File: src/rtl/scalar_wb_arbiter_pkg.sv
`default_nettype none
// +----------------------------------------------------------------------------+
// | Module : scalar_wb_arbiter_pkg                                             |
// | Brief  : Shared constants and types for the scalar writeback/completion    |
// |          path (FU ids, register/word types, buffered writeback request).   |
// | Rev    : 1.0  initial release                                              |
// +----------------------------------------------------------------------------+
package scalar_wb_arbiter_pkg;

    localparam int NUM_SFU = 3;
    localparam int WORD_W  = 32;
    localparam int REG_W   = 5;
    localparam int FU_S_W  = 2;

    typedef logic [WORD_W-1:0] word_t;
    typedef logic [REG_W-1:0]  regbits_t;

    // FU id; the numeric value doubles as the holding-buffer / arbiter index.
    typedef enum logic [FU_S_W-1:0] {
        ALU    = 2'd0,
        LD_ST  = 2'd1,
        BRANCH = 2'd2
    } fu_scalar_t;

    typedef struct packed {
        logic     wen;
        regbits_t rd;
        word_t    data;
    } wb_req_t;

endpackage
`default_nettype wire

File: src/rtl/scalar_wb_arbiter_if.sv
`default_nettype none
// +----------------------------------------------------------------------------+
// | Module : scalar_wb_arbiter_if                                              |
// | Brief  : FU completion inputs and RF-write / FUST-release outputs of the   |
// |          scalar writeback arbiter.                                         |
// |          slave  : arbiter side (takes fu_*, flush, wb_stall; drives wb_*,  |
// |                   rel_*, fu_ready)                                         |
// |          master : FU / RF / FUST side                                      |
// | Rev    : 1.0  initial release                                              |
// +----------------------------------------------------------------------------+
interface scalar_wb_arbiter_if;
    import scalar_wb_arbiter_pkg::*;

    logic                       flush;
    logic                       wb_stall;
    logic [NUM_SFU-1:0]         fu_done;
    logic [NUM_SFU-1:0]         fu_wen;
    logic [NUM_SFU*REG_W-1:0]   fu_rd;
    logic [NUM_SFU*WORD_W-1:0]  fu_result;
    logic [NUM_SFU-1:0]         fu_ready;
    logic                       wb_valid;
    logic                       wb_wen;
    regbits_t                   wb_rd;
    word_t                      wb_data;
    logic                       rel_valid;
    fu_scalar_t                 rel_fu;

    modport slave (
        input  flush, wb_stall, fu_done, fu_wen, fu_rd, fu_result,
        output fu_ready, wb_valid, wb_wen, wb_rd, wb_data, rel_valid, rel_fu
    );

    modport master (
        output flush, wb_stall, fu_done, fu_wen, fu_rd, fu_result,
        input  fu_ready, wb_valid, wb_wen, wb_rd, wb_data, rel_valid, rel_fu
    );

endinterface
`default_nettype wire

File: src/rtl/scalar_wb_arbiter_rr_arbiter.sv
`default_nettype none
// +----------------------------------------------------------------------------+
// | Module : rr_arbiter                                                        |
// | Brief  : N-way round-robin arbiter. Grants the first requester at or above |
// |          the pointer (wrapping), only while en is high. The pointer moves  |
// |          to one past the winner after a grant, and holds otherwise.        |
// | Ports  : CLK, nRST (sync, active low), req[N], en -> grant[N] one-hot,     |
// |          grant_idx, any_grant                                              |
// | Rev    : 1.0  initial release                                              |
// +----------------------------------------------------------------------------+
module rr_arbiter #(
    parameter int N     = 3,
    parameter int IDX_W = (N > 1) ? $clog2(N) : 1
) (
    input  wire logic             CLK,
    input  wire logic             nRST,
    input  wire logic [N-1:0]     req,
    input  wire logic             en,
    output logic      [N-1:0]     grant,
    output logic      [IDX_W-1:0] grant_idx,
    output logic                  any_grant
);

    logic [IDX_W-1:0] ptr_q;
    logic [IDX_W-1:0] ptr_d;

    always_comb begin
        int idx;
        grant     = '0;
        grant_idx = '0;
        any_grant = 1'b0;
        idx       = 0;
        for (int k = 0; k < N; k++) begin
            idx = int'(ptr_q) + k;
            if (idx >= N) begin
                idx = idx - N;
            end
            if (en && !any_grant && req[IDX_W'(idx)]) begin
                grant[IDX_W'(idx)] = 1'b1;
                grant_idx          = IDX_W'(idx);
                any_grant          = 1'b1;
            end
        end
    end

    always_comb begin
        ptr_d = ptr_q;
        if (any_grant) begin
            ptr_d = (grant_idx == IDX_W'(N - 1)) ? '0 : grant_idx + IDX_W'(1);
        end
    end

    always_ff @(posedge CLK) begin
        if (!nRST) begin
            ptr_q <= '0;
        end else begin
            ptr_q <= ptr_d;
        end
    end

endmodule
`default_nettype wire

File: src/rtl/scalar_wb_arbiter.sv
`default_nettype none
// +----------------------------------------------------------------------------+
// | Module : scalar_wb_arbiter                                                 |
// | Brief  : Scalar completion stage. One holding buffer per FU, round-robin   |
// |          arbitration onto the single RF write port, registered RF write    |
// |          and FUST release pulse.                                           |
// | Ports  : CLK, nRST (sync, active low)                                      |
// |          bus.slave : flush, wb_stall, fu_done/wen/rd/result -> fu_ready,   |
// |                      wb_valid, wb_wen, wb_rd, wb_data, rel_valid, rel_fu   |
// | Rev    : 1.0  initial release                                              |
// +----------------------------------------------------------------------------+
module scalar_wb_arbiter
    import scalar_wb_arbiter_pkg::*;
(
    input  wire logic            CLK,
    input  wire logic            nRST,
    scalar_wb_arbiter_if.slave   bus
);

    localparam int IDX_W = $clog2(NUM_SFU);

    wb_req_t            buf_q [NUM_SFU];
    wb_req_t            buf_d [NUM_SFU];
    logic [NUM_SFU-1:0] buf_v_q;
    logic [NUM_SFU-1:0] buf_v_d;

    logic [NUM_SFU-1:0] grant;
    logic [IDX_W-1:0]   grant_idx;
    logic               any_grant;
    logic [NUM_SFU-1:0] fu_ready;

    logic       wb_valid_q, wb_valid_d;
    logic       wb_wen_q,   wb_wen_d;
    regbits_t   wb_rd_q,    wb_rd_d;
    word_t      wb_data_q,  wb_data_d;
    fu_scalar_t rel_fu_q,   rel_fu_d;

    // Flush suppresses grants so nothing buffered leaks out past it.
    rr_arbiter #(
        .N     (NUM_SFU),
        .IDX_W (IDX_W)
    ) u_rr (
        .CLK       (CLK),
        .nRST      (nRST),
        .req       (buf_v_q),
        .en        (!bus.wb_stall && !bus.flush),
        .grant     (grant),
        .grant_idx (grant_idx),
        .any_grant (any_grant)
    );

    // A buffer being drained this cycle can take the next result in the same cycle.
    assign fu_ready     = {NUM_SFU{!bus.flush}} & (~buf_v_q | grant);
    assign bus.fu_ready = fu_ready;

    always_comb begin
        buf_d   = buf_q;
        buf_v_d = buf_v_q;
        for (int i = 0; i < NUM_SFU; i++) begin
            if (bus.flush) begin
                buf_v_d[i] = 1'b0;
            end else begin
                if (grant[i]) begin
                    buf_v_d[i] = 1'b0;
                end
                if (bus.fu_done[i] && fu_ready[i]) begin
                    buf_v_d[i]    = 1'b1;
                    buf_d[i].wen  = bus.fu_wen[i];
                    buf_d[i].rd   = bus.fu_rd[i*REG_W +: REG_W];
                    buf_d[i].data = bus.fu_result[i*WORD_W +: WORD_W];
                end
            end
        end
    end

    // rd/data/fu hold their last value when nothing is granted.
    always_comb begin
        wb_valid_d = any_grant;
        wb_wen_d   = 1'b0;
        wb_rd_d    = wb_rd_q;
        wb_data_d  = wb_data_q;
        rel_fu_d   = rel_fu_q;
        if (any_grant) begin
            wb_wen_d  = buf_q[grant_idx].wen && (buf_q[grant_idx].rd != '0);
            wb_rd_d   = buf_q[grant_idx].rd;
            wb_data_d = buf_q[grant_idx].data;
            rel_fu_d  = fu_scalar_t'(grant_idx);
        end
    end

    always_ff @(posedge CLK) begin
        if (!nRST) begin
            buf_v_q    <= '0;
            wb_valid_q <= 1'b0;
            wb_wen_q   <= 1'b0;
            wb_rd_q    <= '0;
            wb_data_q  <= '0;
            rel_fu_q   <= ALU;
            for (int i = 0; i < NUM_SFU; i++) begin
                buf_q[i] <= '0;
            end
        end else begin
            buf_v_q    <= buf_v_d;
            wb_valid_q <= wb_valid_d;
            wb_wen_q   <= wb_wen_d;
            wb_rd_q    <= wb_rd_d;
            wb_data_q  <= wb_data_d;
            rel_fu_q   <= rel_fu_d;
            buf_q      <= buf_d;
        end
    end

    assign bus.wb_valid  = wb_valid_q;
    assign bus.wb_wen    = wb_wen_q;
    assign bus.wb_rd     = wb_rd_q;
    assign bus.wb_data   = wb_data_q;
    assign bus.rel_valid = wb_valid_q;
    assign bus.rel_fu    = rel_fu_q;

endmodule
`default_nettype wire
File: src/flat_wrapper.sv
// flat-port wrapper written by rule: the top's interface ports become plain ports
module scalar_wb_arbiter_flat import scalar_wb_arbiter_pkg::*;
  (CLK, nRST, bus_flush, bus_wb_stall, bus_fu_done, bus_fu_wen, bus_fu_rd, bus_fu_result, bus_fu_ready, bus_wb_valid, bus_wb_wen, bus_wb_rd, bus_wb_data, bus_rel_valid, bus_rel_fu);
  scalar_wb_arbiter_if bus_i ();
  input  wire logic CLK;
  input  wire logic nRST;
  input wire logic [$bits(bus_i.flush)-1:0] bus_flush;
  input wire logic [$bits(bus_i.wb_stall)-1:0] bus_wb_stall;
  input wire logic [$bits(bus_i.fu_done)-1:0] bus_fu_done;
  input wire logic [$bits(bus_i.fu_wen)-1:0] bus_fu_wen;
  input wire logic [$bits(bus_i.fu_rd)-1:0] bus_fu_rd;
  input wire logic [$bits(bus_i.fu_result)-1:0] bus_fu_result;
  output wire logic [$bits(bus_i.fu_ready)-1:0] bus_fu_ready;
  output wire logic [$bits(bus_i.wb_valid)-1:0] bus_wb_valid;
  output wire logic [$bits(bus_i.wb_wen)-1:0] bus_wb_wen;
  output wire logic [$bits(bus_i.wb_rd)-1:0] bus_wb_rd;
  output wire logic [$bits(bus_i.wb_data)-1:0] bus_wb_data;
  output wire logic [$bits(bus_i.rel_valid)-1:0] bus_rel_valid;
  output wire logic [$bits(bus_i.rel_fu)-1:0] bus_rel_fu;
  assign bus_i.flush = bus_flush;
  assign bus_i.wb_stall = bus_wb_stall;
  assign bus_i.fu_done = bus_fu_done;
  assign bus_i.fu_wen = bus_fu_wen;
  assign bus_i.fu_rd = bus_fu_rd;
  assign bus_i.fu_result = bus_fu_result;
  assign bus_fu_ready = bus_i.fu_ready;
  assign bus_wb_valid = bus_i.wb_valid;
  assign bus_wb_wen = bus_i.wb_wen;
  assign bus_wb_rd = bus_i.wb_rd;
  assign bus_wb_data = bus_i.wb_data;
  assign bus_rel_valid = bus_i.rel_valid;
  assign bus_rel_fu = bus_i.rel_fu;
  scalar_wb_arbiter u_core (.CLK(CLK), .nRST(nRST), .bus(bus_i));
endmodule
File: config.mk
export PLATFORM = sky130hd
export DESIGN_NAME = scalar_wb_arbiter_flat
export DESIGN_NICKNAME = d
export VERILOG_FILES = /design/src/rtl/scalar_wb_arbiter_pkg.sv /design/src/rtl/scalar_wb_arbiter_if.sv /design/src/rtl/scalar_wb_arbiter_rr_arbiter.sv /design/src/rtl/scalar_wb_arbiter.sv /design/src/flat_wrapper.sv
export SDC_FILE = /design/constraint.sdc
export NUM_CORES = 1
export LEC_CHECK = 0
export ABC_AREA = 0
export BUFFER_PORTS_ARGS = -buffer_cell sky130_fd_sc_hd__buf_2
export CAP_MARGIN = 10
export CORE_MARGIN = 4
export CORE_UTILIZATION = 41
export CTS_CLUSTER_SIZE = 24
export DETAILED_ROUTE_END_ITERATION = 8
export PLACE_DENSITY_LB_ADDON = 0.3
export SYNTH_ARGS = -nofsm -noshare
export SYNTH_HDL_FRONTEND = slang
export SYNTH_SLANG_ARGS = --single-unit
File: constraint.sdc
create_clock -name CLK -period 7.4 [get_ports CLK]
set_clock_uncertainty 0.05 [all_clocks]
set_input_delay 0.74 -clock CLK [delete_from_list [all_inputs] [get_ports CLK]]
set_output_delay 0.74 -clock CLK [all_outputs]
set_load 0.02 [all_outputs]
### Word-level counts from Yosys, hierarchy flattened

Cells that the tools add are included.

* RAM bits: 0
* output and inout bits: 45
* memories kept: 0
* input bits: 121
* bits in read-only memories: 0
* latch bits: 0
* bits in registers: 160

* magnitude comparators: 10
* div/mod/pow operators: 0
* $add $sub $neg: 6
* reduce and logical (&&, ||, !) cells: 26
* $mul: 0
* eq/ne operators: 1
* shifts and indexed selects: 0
* muxes and demuxes: 37
* bitwise operators: 8

Operator list (number)
* 38-bit binary-select mux with 2-bit select: 1
* 38-bit two-way mux: 2
* 1-bit two-way mux: 18
* 2-bit two-way mux: 7
* 1-bit logical AND: 13
* 2-bit by 4-bit < comparator with 1-bit output, second input constant: 3
* 3-bit two-way mux: 3
* 3-bit OR: 3
* 2-bit AND reduction: 4
* 1-bit binary-select mux with 2-bit select: 3
* 1-bit demux with 2-bit select: 3
* 2-bit by 1-bit greater-or-equal comparator with 1-bit output, second input constant: 3
* 3-bit by 2-bit greater-or-equal comparator with 1-bit output, second input constant: 2
* 2-bit nonzero test: 3
* 2-bit subtractor, second input constant: 3
* 5-bit nonzero test: 1
* 1-bit logical NOT: 4
* 2-bit by 1-bit adder with 3-bit output, second input constant: 1
* 2-bit by 2-bit adder with 3-bit output, second input constant: 1
* 3-bit bitwise AND: 1
* 3-bit greater-or-equal comparator, second input constant: 1
* 2-bit inverter with 3-bit output: 1
* 3-bit inverter: 1
* 2-bit by 1-bit adder with 2-bit output, second input constant: 1
* 4 further kinds: 5

### Logic depth before layout (Yosys ltp)

* word-level depth: 21
* depth in mapped cells: 12
* depth with buffers taken out: 8

### Hierarchy

A second synthesis with hierarchy kept.

* cells, all modules: 836
* area, all modules: 6744.0 um2

By module, submodules not included
* scalar_wb_arbiter: area an instance 6313.6 um2, instances 1, cells an instance 782
* rr_arbiter: area an instance 430.4 um2, instances 1, cells an instance 54

### Worst setup path after synthesis

Ideal clock, no wire load.

* kind: register to output
* from: reg u_core.u_rr.ptr_q[0]
* to: out bus_fu_ready[0]
* stages on the path, launching flop included: 9
* arrival time: 1.811 ns
* setup slack: 4.799 ns
* cells stage by stage: dfxtp_1 > inv_1 > ha_1 > buf_2 > nand2_1 > o22a_1 > o41ai_2 > a311oi_1 > nor2_1

* word-level cells in the longest chain between the ends: 17

RTL lines
* start: declaration: line scalar_wb_arbiter_rr_arbiter.sv:24 `logic [IDX_W-1:0] ptr_q;`
* start signal: assignment: line scalar_wb_arbiter_rr_arbiter.sv:57 `ptr_q <= ptr_d;`
* branches (longest 14 deep; another with 2-bit by 4-bit < comparator with 1-bit output)
* 3-bit two-way mux (*): line scalar_wb_arbiter_rr_arbiter.sv:38 `if (en && !any_grant && req[IDX_W'(idx)]) begin`
* 3-bit OR (*): line scalar_wb_arbiter.sv:53 `assign fu_ready = {NUM_SFU{!bus.flush}} & (~buf_v_q | grant);`
* 3-bit bitwise AND (*): line scalar_wb_arbiter.sv:53
* end: declaration: line flat_wrapper.sv:13 `output wire logic [$bits(bus_i.fu_ready)-1:0] bus_fu_ready;`

Every way passes the cells marked *. The select of a mux whose other input is x is not followed.

### Worst setup path in the final report

* from: reg u_core.u_rr.ptr_q[0]
* to: out bus_fu_ready[1]

Same word-level chain as after synthesis.

==> results.sh <==
export IMPL_setup_violations=0
export IMPL_drt_first_pass_iters=4
export IMPL_synthCells=789
export IMPL_synth_fa_ha_area_share_pct=0.710
export IMPL_synth_ff_type="dfxtp_1"
export IMPL_yosys_area_share_simple_pct=16.8
export IMPL_rows=47
export IMPL_cts_root_buf="clkbuf_16"
export IMPL_fin_ws_ns=3.84
export IMPL_grt_usage_pct=18.4
export IMPL_synthTopCellsByArea="dfxtp_1, mux2i_1, nand2_1"
export IMPL_syn_avg_cell_area_um2=8.93
export IMPL_cts_tree="yes"
export IMPL_crit_path_max_incr_delay_ns=0.44
export IMPL_postCtsResizedCells=0
export IMPL_synthMuxAreaShare_pct=22.6
export IMPL_die_w_um=139
export IMPL_synth_top_family_by_area="multiplexers"
export IMPL_start_util_pct=42.2
export IMPL_grt_antenna_before_repair=1
export IMPL_grt_start_max_net_pins=109
export IMPL_fin_cells=1152
export IMPL_path_cells="inv_1 -> ha_1 -> nand3b_1 -> mux2i_2 -> nor3_2 -> a211oi_1 -> nor2_1 -> buf_2"
export IMPL_fin_crit_sh_pct=48.2
export IMPL_pre_cts_ws_ns=4.07
export IMPL_yosysSeqAreaShare_pct=45.5
export IMPL_cp_required_ns=6.61
export IMPL_p_sw_uw=504
export IMPL_drive_above_1_share_pct=27.1
export IMPL_synth_compound_area_share_pct=9.84
export IMPL_cp_arrival_ns=2.77
export IMPL_hold_class="flip-flop to flip-flop"
export IMPL_crit_path_end_kind="primary output"
export IMPL_cts_hold_fix_buffers=0
export IMPL_avgViaCountPerCell=4.91
export IMPL_fin_setup_tns_ns=0
export IMPL_slew_headroom_pct=33.0
export IMPL_ys_ff_latch=160
export IMPL_finalHoldViolCount=0
export IMPL_async_reset_ff_share_pct=0
export IMPL_p_sw_share_pct=24.1
export IMPL_vdd_ir_drop_max_mv=0.158
export IMPL_dp_hpwl_um=11300
export IMPL_io_buffer_count=165
export IMPL_h_tree_depth=4
export IMPL_synth_common_cells="nand2_1, dfxtp_1, mux2i_1"
export IMPL_tightest_slew_ns=1.01
export IMPL_synth_edf_count=0
export IMPL_layout_nets=1044
export IMPL_p_leak_uw=0.00384
export IMPL_outcome="finished, final reports clean"
export IMPL_dieArea_um2=19300
export IMPL_post_cts_buffers=0
export IMPL_n_antenna_cell=0
export IMPL_syn_area_um2=7050
export IMPL_synth_largest_area_cell="dfxtp_1"
export IMPL_synthToLayoutAreaGrowth_pct=22.2
export IMPL_gpl_final_weighted_congestion=0.845
export IMPL_grt_pass1_vias=5649
export IMPL_clock_sinks=160
export IMPL_period_minus_slack_ns=3.56
export IMPL_drc=0
export IMPL_crit_family="simple AND/OR/NAND/NOR gates"
export IMPL_drt_antenna_violating_nets=0
export IMPL_cts_buffers=17
export IMPL_final_core_util_pct=51.6
export IMPL_synth_cell_types=43
export IMPL_crit_slowest_cell="mux2i_2"
export IMPL_p_clk_share_pct=46.6
export IMPL_yosys_warnings=0
export IMPL_core_area_um2=16700
export IMPL_synthesis_nets=914
export IMPL_placedCellCount=1120
export IMPL_grt_first_pass_wirelength_um=29000
export IMPL_wl_per_cell_um=15.6
export IMPL_pwr_share_comb_pct=9.6
export IMPL_clock_path_buffers=2
export IMPL_timing_max_cap_violations=0
export IMPL_timing_critical_path_fanout_max=10
export IMPL_die_y_um=139
export IMPL_worstPathBufferInverterCount=2
export IMPL_drt_iter0_drc=243
export IMPL_finalPower_uw=2090
export IMPL_final_max_slew_viol_count=0
export IMPL_cp_start_kind="flip-flop"
export IMPL_synthDominantCellAreaShare_pct=45.5
export IMPL_synth_xor_xnor_area_share_pct=0
export IMPL_p_int_uw=1590
export IMPL_cts_reportedPaths_clkPinSlew_ns=0.06
export IMPL_worstSetupPathType="flip-flop to primary output"
export IMPL_routed_wl_um=18000
export IMPL_ioPinCount=166
export IMPL_grt_setup_unrepaired="no"
export IMPL_yosysMostFrequentCell="nand2_1"
export IMPL_num_vias=5656
export IMPL_cellPowerDensity_nw_per_um2=243
export IMPL_grt_overflow=0
export IMPL_clk_latency_ns=0.42
export IMPL_seq_power_share_pct=43.8
export IMPL_fmax_ghz=0.281
-- through the flow --
stage                     hold WS, ns  cell area [um^2]
final                           0.398              8610
after floorplan                 0.385              7050
after CTS                       0.405              8610
after global placement          0.381              7950
after detailed placement        0.391              7950
after global routing            0.424              8610
-- layout make-up --
type	count	area, um^2
Clock buffer	17	425
Clock inverter	15	234
Fill cell	1602	8090
Inverter	9	33.8
Multi-Input combinational cell	560	3560
Sequential cell	160	3200
Tap cell	220	275
Timing Repair Buffer	171	877
-- cells by family (layout without fill, tap and decap cells) --
group,after synthesis,in the layout
buffers and inverters,69,212
adders and majority gates,4,4
and+or+nand+nor,297,297
muxes,154,154
AOI/OAI and AO/OA,105,105
DFF,160,160
-- worst paths after layout --
path	cells past startpoint	from	slack, ns	end
worst max-delay path	8	u_core.u_rr.ptr_q[0]	3.84	bus_fu_ready[1]
worst max register to register	8	u_core.u_rr.ptr_q[0]	4.01	u_core.buf_q[72]
worst min-delay path	2	u_core.bus.wb_data[31]	0.40	u_core.bus.wb_data[31]
worst min register to register	2	u_core.bus.wb_data[31]	0.40	u_core.bus.wb_data[31]
-- sequential cells by signal, indices dropped and copies added, names as in the netlist --
register	count
u_core.bus.rel_valid	1
u_core.u_rr.ptr_q	2
u_core.buf_v_q	3
u_core.bus.wb_wen	1
u_core.bus.wb_data	32
u_core.bus.rel_fu	2
u_core.bus.wb_rd	5
u_core.buf_q	114
-- worst min-delay path, delay by kind of cell (launching register included) --
| family | cells | cell delay (ns) |
|---|---|---|
| AO/OA/AOI/OAI | 1 | 0.05 |
| AND/OR/NAND/NOR | 1 | 0.04 |
| flip-flops | 1 | 0.32 |
-- placed cells by master (no fill, tap or decap), types with 2 or more instances in the layout --
master / Yosys / layout
a211oi_1: 2 / 2
a21boi_0: 38 / 38
a21oi_1: 5 / 4
a311oi_1: 2 / 2
and2_2: 0 / 2
buf_2: 11 / 164
buf_4: 4 / 6
bufinv_16: 0 / 5
clkbuf_16: 0 / 17
clkinv_4: 0 / 4
clkinvlp_4: 0 / 2
dfxtp_1: 160 / 160
ha_1: 4 / 4
inv_1: 8 / 8
inv_6: 0 / 2
mux2_2: 37 / 37
mux2i_1: 116 / 116
nand2_1: 271 / 270
nand3b_1: 2 / 2
nor2_1: 6 / 6
nor2b_1: 5 / 5
o211ai_1: 2 / 2
o21a_1: 3 / 3
o21ai_0: 41 / 41
o31ai_1: 2 / 2
or4_1: 2 / 2
-- per-layer routing --
metal	vias up	GRT usage, %	wire length (um)
li1	2890	-	-
met1	2613	25.0	8600
met2	129	29.5	8330
met3	22	3.69	803
met4	2	5.66	220
met5	-	0	19
-- power groups by stage --
stage | Clock, uW | Combinational (uW) | Sequential, uW
after global placement | 0 | 201 | 934
after detailed placement | 0 | 203 | 935
after CTS | 995 | 204 | 916
after floorplan | 0 | 132 | 934
final | 975 | 201 | 916
after global routing | 1030 | 224 | 920
Power figures use the tool's default switching activity.
